--- src/rtl/gray_decode_arbiter_pkg.sv ---
// Shared definitions for the gray-decode arbiter: parameter defaults and
// the response-slot FSM state encoding.
package gray_decode_arbiter_pkg;

   localparam int unsigned N_REQ_DEF = 4;
   localparam int unsigned W_DEF     = 4;
   localparam int unsigned CNT_W_DEF = 16;

   // Response slot occupancy
   typedef enum logic {
      EMPTY = 1'b0,
      FULL  = 1'b1
   } state_t;

endpackage

--- src/rtl/gray_decode_arbiter_g2b.sv ---
// Purely combinational gray-to-binary converter.
// Each binary bit is the XOR of all gray bits at or above its position,
// which equals the ripple form bin[k] = bin[k+1] ^ gray[k].
module gray_to_bin_core #(
   parameter int unsigned W = 4
) (
   input  logic [W-1:0] gray,
   output logic [W-1:0] bin
);

   // Prefix-XOR from the MSB down
   always_comb begin
      bin = '0;
      for (int unsigned k = 0; k < W; k++) begin
         bin[k] = ^(gray >> k);
      end
   end

endmodule

--- src/rtl/gray_decode_arbiter.sv ---
// Round-robin arbiter in front of a single shared gray-to-binary converter,
// with a one-entry response register and an accepted-request counter.
module gray_decode_arbiter
   import gray_decode_arbiter_pkg::*;
#(
   parameter int unsigned N_REQ = N_REQ_DEF,
   parameter int unsigned W     = W_DEF,
   parameter int unsigned CNT_W = CNT_W_DEF
) (
   input  logic                 clk,
   input  logic                 rst_n,
   input  logic [N_REQ-1:0]     req_valid,
   input  logic [N_REQ*W-1:0]   req_gray,
   output logic [N_REQ-1:0]     req_ready,
   output logic                 rsp_valid,
   output logic [W-1:0]         rsp_bin,
   output logic [1:0]           rsp_id,
   input  logic                 rsp_ready,
   output logic [CNT_W-1:0]     accept_cnt
);

   state_t             state_q;
   state_t             state_d;
   logic [1:0]         last_grant_q;
   logic [1:0]         winner;
   logic [N_REQ-1:0]   grant;
   logic               slot_free;
   logic               accept;
   logic [W-1:0]       sel_gray;
   logic [W-1:0]       sel_bin;
   logic [W-1:0]       rsp_bin_q;
   logic [1:0]         rsp_id_q;
   logic [CNT_W-1:0]   cnt_q;

   assign rsp_valid  = (state_q == FULL);
   assign slot_free  = (state_q == EMPTY) || rsp_ready;
   assign accept     = |grant;
   assign req_ready  = grant;
   assign rsp_bin    = rsp_bin_q;
   assign rsp_id     = rsp_id_q;
   assign accept_cnt = cnt_q;

   // Round-robin pick: scan upward from the lane after the last grant
   always_comb begin
      int unsigned idx;
      logic        found;
      grant  = '0;
      winner = '0;
      found  = 1'b0;
      idx    = 0;
      if (rst_n && slot_free) begin
         for (int unsigned off = 1; off <= N_REQ; off++) begin
            idx = (32'(last_grant_q) + off) % N_REQ;
            if (!found && req_valid[idx]) begin
               found      = 1'b1;
               grant[idx] = 1'b1;
               winner     = 2'(idx);
            end
         end
      end
   end

   // Winner's code into the single shared converter
   always_comb begin
      sel_gray = '0;
      for (int unsigned i = 0; i < N_REQ; i++) begin
         if (winner == 2'(i)) begin
            sel_gray = req_gray[i*W +: W];
         end
      end
   end

   gray_to_bin_core #(
      .W (W)
   ) u_g2b (
      .gray (sel_gray),
      .bin  (sel_bin)
   );

   // Slot occupancy: fill on accept, empty on drain without refill
   always_comb begin
      state_d = state_q;
      case (state_q)
         EMPTY: begin
            if (accept) state_d = FULL;
         end
         FULL: begin
            if (accept)         state_d = FULL;
            else if (rsp_ready) state_d = EMPTY;
         end
         default: state_d = EMPTY;
      endcase
   end

   // State register
   always_ff @(posedge clk) begin
      if (!rst_n) state_q <= EMPTY;
      else        state_q <= state_d;
   end

   // Response payload, pointer and counter advance only on acceptance
   always_ff @(posedge clk) begin
      if (!rst_n) begin
         rsp_bin_q    <= '0;
         rsp_id_q     <= '0;
         cnt_q        <= '0;
         last_grant_q <= 2'(N_REQ - 1);
      end else if (accept) begin
         rsp_bin_q    <= sel_bin;
         rsp_id_q     <= winner;
         cnt_q        <= cnt_q + {{(CNT_W-1){1'b0}}, 1'b1};
         last_grant_q <= winner;
      end
   end

endmodule

--- config.mk ---
export PLATFORM = sky130hd
export DESIGN_NAME = gray_decode_arbiter
export DESIGN_NICKNAME = d
export VERILOG_FILES = /design/src/rtl/gray_decode_arbiter_pkg.sv /design/src/rtl/gray_decode_arbiter_g2b.sv /design/src/rtl/gray_decode_arbiter.sv
export SDC_FILE = /design/constraint.sdc
export NUM_CORES = 1
export LEC_CHECK = 0
export CAP_MARGIN = 20
export CORE_AREA = 2 2 68 70
export DETAILED_ROUTE_END_ITERATION = 10
export DIE_AREA = 0 0 70 72
export PLACE_DENSITY = 0.77
export RECOVER_POWER = 25
export SYNTH_ARGS = -nofsm -noshare
export SYNTH_HDL_FRONTEND = slang
export SYNTH_HIERARCHICAL = 1
export SYNTH_SLANG_ARGS = --single-unit
--- constraint.sdc ---
create_clock -name clk -period 3.3 [get_ports clk]
set_input_delay 0.495 -clock clk [delete_from_list [all_inputs] [get_ports clk]]
set_output_delay 0.495 -clock clk [all_outputs]
set_load 0.01 [all_outputs]
==> results.cfg <==
[placement]
io_buffers = 49
place_area_mm2 = 0.00241
dpl.hpwl_mm = 3.08
dpl_worst_slack_ps = 16.8
gp_congestion = 0.805
dp.cells = 307

[finish]
n_antenna_cell = 0
finish.instance_area_mm2 = 0.00246
final_util_pct = 57.8
layout.cells.non_filler = 311
area_delta_synth_final_pct = 39.2
layout.nets = 292
final_layout_size_suffix_gt1_share_pct = 13.9

[detailed_routing]
wire_per_inst_um = 13.1
via_per_inst = 5.43
firstDrtPassIters = 4
num_vias = 1689
postRouteAntennaNets = 0
drt-initial-drc-count = 90
drc = 0
wl_mm = 4.07

[yosys]
yosys.area.top_type = dfxtp_1
synth_area_per_cell_um2 = 8.94
synth_edf_count = 0
yosysTopAreaCellShare_pct = 28.3
synthTopCellsByCount = dfxtp_1 (25), mux2i_1 (22), nand2_1 (16)
async_flop_share_pct = 0
synthesis.instances = 198
synth.most_common_cell = dfxtp_1
synth_seq_area_share_pct = 28.3
yosys-top-cells-area = dfxtp_1 (28%), mux2i_1 (12%), ha_1 (6.4%), a21oi_1 (4.2%), mux4_2 (3.8%)
ys_types = 44
netlist_area_mm2 = 0.00177
synth-seq-cells = 25
syn-num-nets = 230
yosys_warnings = 6
synth_ff_type = dfxtp_1

[worst_setup_path]
r2r-end = rsp_bin[0]
worstSetupStartpointType = input pin
critPathMaxFanout = 9
r2r_slack_ps = 400
endpoint = req_ready[0]
crit_start = req_valid[2]
r2r_cells = 14
arrival_ps = 2700
critPathCaptureType = output pin
reg2reg_from = last_grant_q[0]
crit_required_ps = 2800
worstSetupPathType = input pin to output pin

[power]
power_density_mw_per_mm2 = 628
leakagePower_nw = 0.994
p_total_mw = 1.55
ir_drop_v = 0.000337

[global_route]
overflow = 0
gr-usage-all-layers_pct = 15.9
antenna_found_initial = 0
grt_pass1_vias = 1528
grt_pass1_wl_mm = 6.71
grt_start_max_net_pins = 28

[timing]
fmax_ghz = 0.313
worst_slack_ps = 109
rsz0062_at_grt = false
drv_slew = 0
relSlewSlack_pct = 63.7
hold_violations = 0
holdWs_ps = 469
min_period_ps = 3190
fin_setup_tns_ps = 0
setup_viol = 0
worstMarginPinSlew_ps = 545
skew_ps = 4.73
period_share_pct = 96.7

[hold_path]
hp-class = register to register

[job]
max_cap_viol_count = 0

[die]
placementRows = 24
die_y_um = 72
core-area_mm2 = 0.00426
ioPinCount = 50
die_width_um = 70
start_util_pct = 41.5
die-area_mm2 = 0.00504

[clock_network]
insertion_delay_ps = 260
cts_tree = yes
cts.sinks = 25
cts.reportedPaths.clkPinSlew_ps = 80
cts_buffers = 3
h-tree-depth = 1
cts-root-buf = clkbuf_8
clock_path_buffers = 2
cts_hold_buf = 0

[outcome]
status = complete, no violations
how the worst min path moves through the flow:
stage | startpoint | end | slack [ps] | depth (start not counted)
CTS | rsp_id[1] | rsp_id[1] | 480 | 2
floorplan | rsp_id[1] | rsp_id[1] | 480 | 2
global route | rsp_id[1] | rsp_id[1] | 510 | 2
global placement | rsp_id[1] | rsp_id[1] | 460 | 2
detailed placement | rsp_id[1] | rsp_id[1] | 470 | 2
finish | rsp_id[1] | rsp_id[1] | 470 | 2
cell usage in the layout, fill, tap and decap left out, types with 4 or more instances in the layout:
cell	netlist	routed
nor3b_2	4	5
ha_1	9	8
dfxtp_1	25	25
buf_4	1	17
dlygate4sd3_1	0	12
or4_1	5	5
o22ai_1	4	4
a21o_1	4	4
inv_1	9	9
nor2_1	12	12
clkdlybuf4s50_1	0	35
a21oi_1	15	15
o211ai_1	4	4
mux2i_1	22	22
o31ai_1	8	8
nand3_1	5	5
nand2_1	16	16
kinds of logic after synthesis:
group	after synthesis	share of synthesized area, %
AOI/OAI and AO/OA	50	19.9
xor gates and xnor gates	5	2.90
adders and majority gates	9	6.36
buffers and inverters	19	5.72
DFF	25	28.3
muxes	25	16.3
and+or+nand+nor	65	20.6
routing by layer:
layer,track usage (%),up-vias,part of all wire (%)
met2,27.4,52,46
li1,-,863,-
met5,0,-,0
met1,21.3,772,48
met4,2.56,0,0.52
met3,2.78,2,4.5
area by class of cell:
type,count,area [um^2]
Multi-Input combinational cell,154,1180
Inverter,9,33.8
Clock buffer,3,41.3
Clock inverter,1,5.00
Fill cell,403,1800
Timing Repair Buffer,67,643
Tap cell,52,65.1
Sequential cell,25,500
power breakdown:
part / internal (mW) / leakage [nW] / total (mW) / switching, mW
sequential: 0.349 / 0.203 / 0.386 / 0.0366
clock: 0.0843 / 0.0255 / 0.177 / 0.0930
combinational: 0.500 / 0.766 / 0.984 / 0.483
total: 0.934 / 0.994 / 1.55 / 0.613
sequential cells by signal, indices dropped and copies added (netlist names):
name	count
accept_cnt	16
rsp_bin	4
last_grant_q	2
rsp_id	2
rsp_valid	1
critical path, stage by stage:
cell	delay [ps]
clkdlybuf4s50_1	480
mux4_2	500
buf_4	190
a21o_1	190
o22ai_1	230
a21oi_1	120
clkdlybuf4s50_1	490
timing repair:
item,CTS,global route
buffers inserted,0,0
setup endpoints to repair,0,3
resized for setup,0,4
Power figures use the tool's default switching activity.
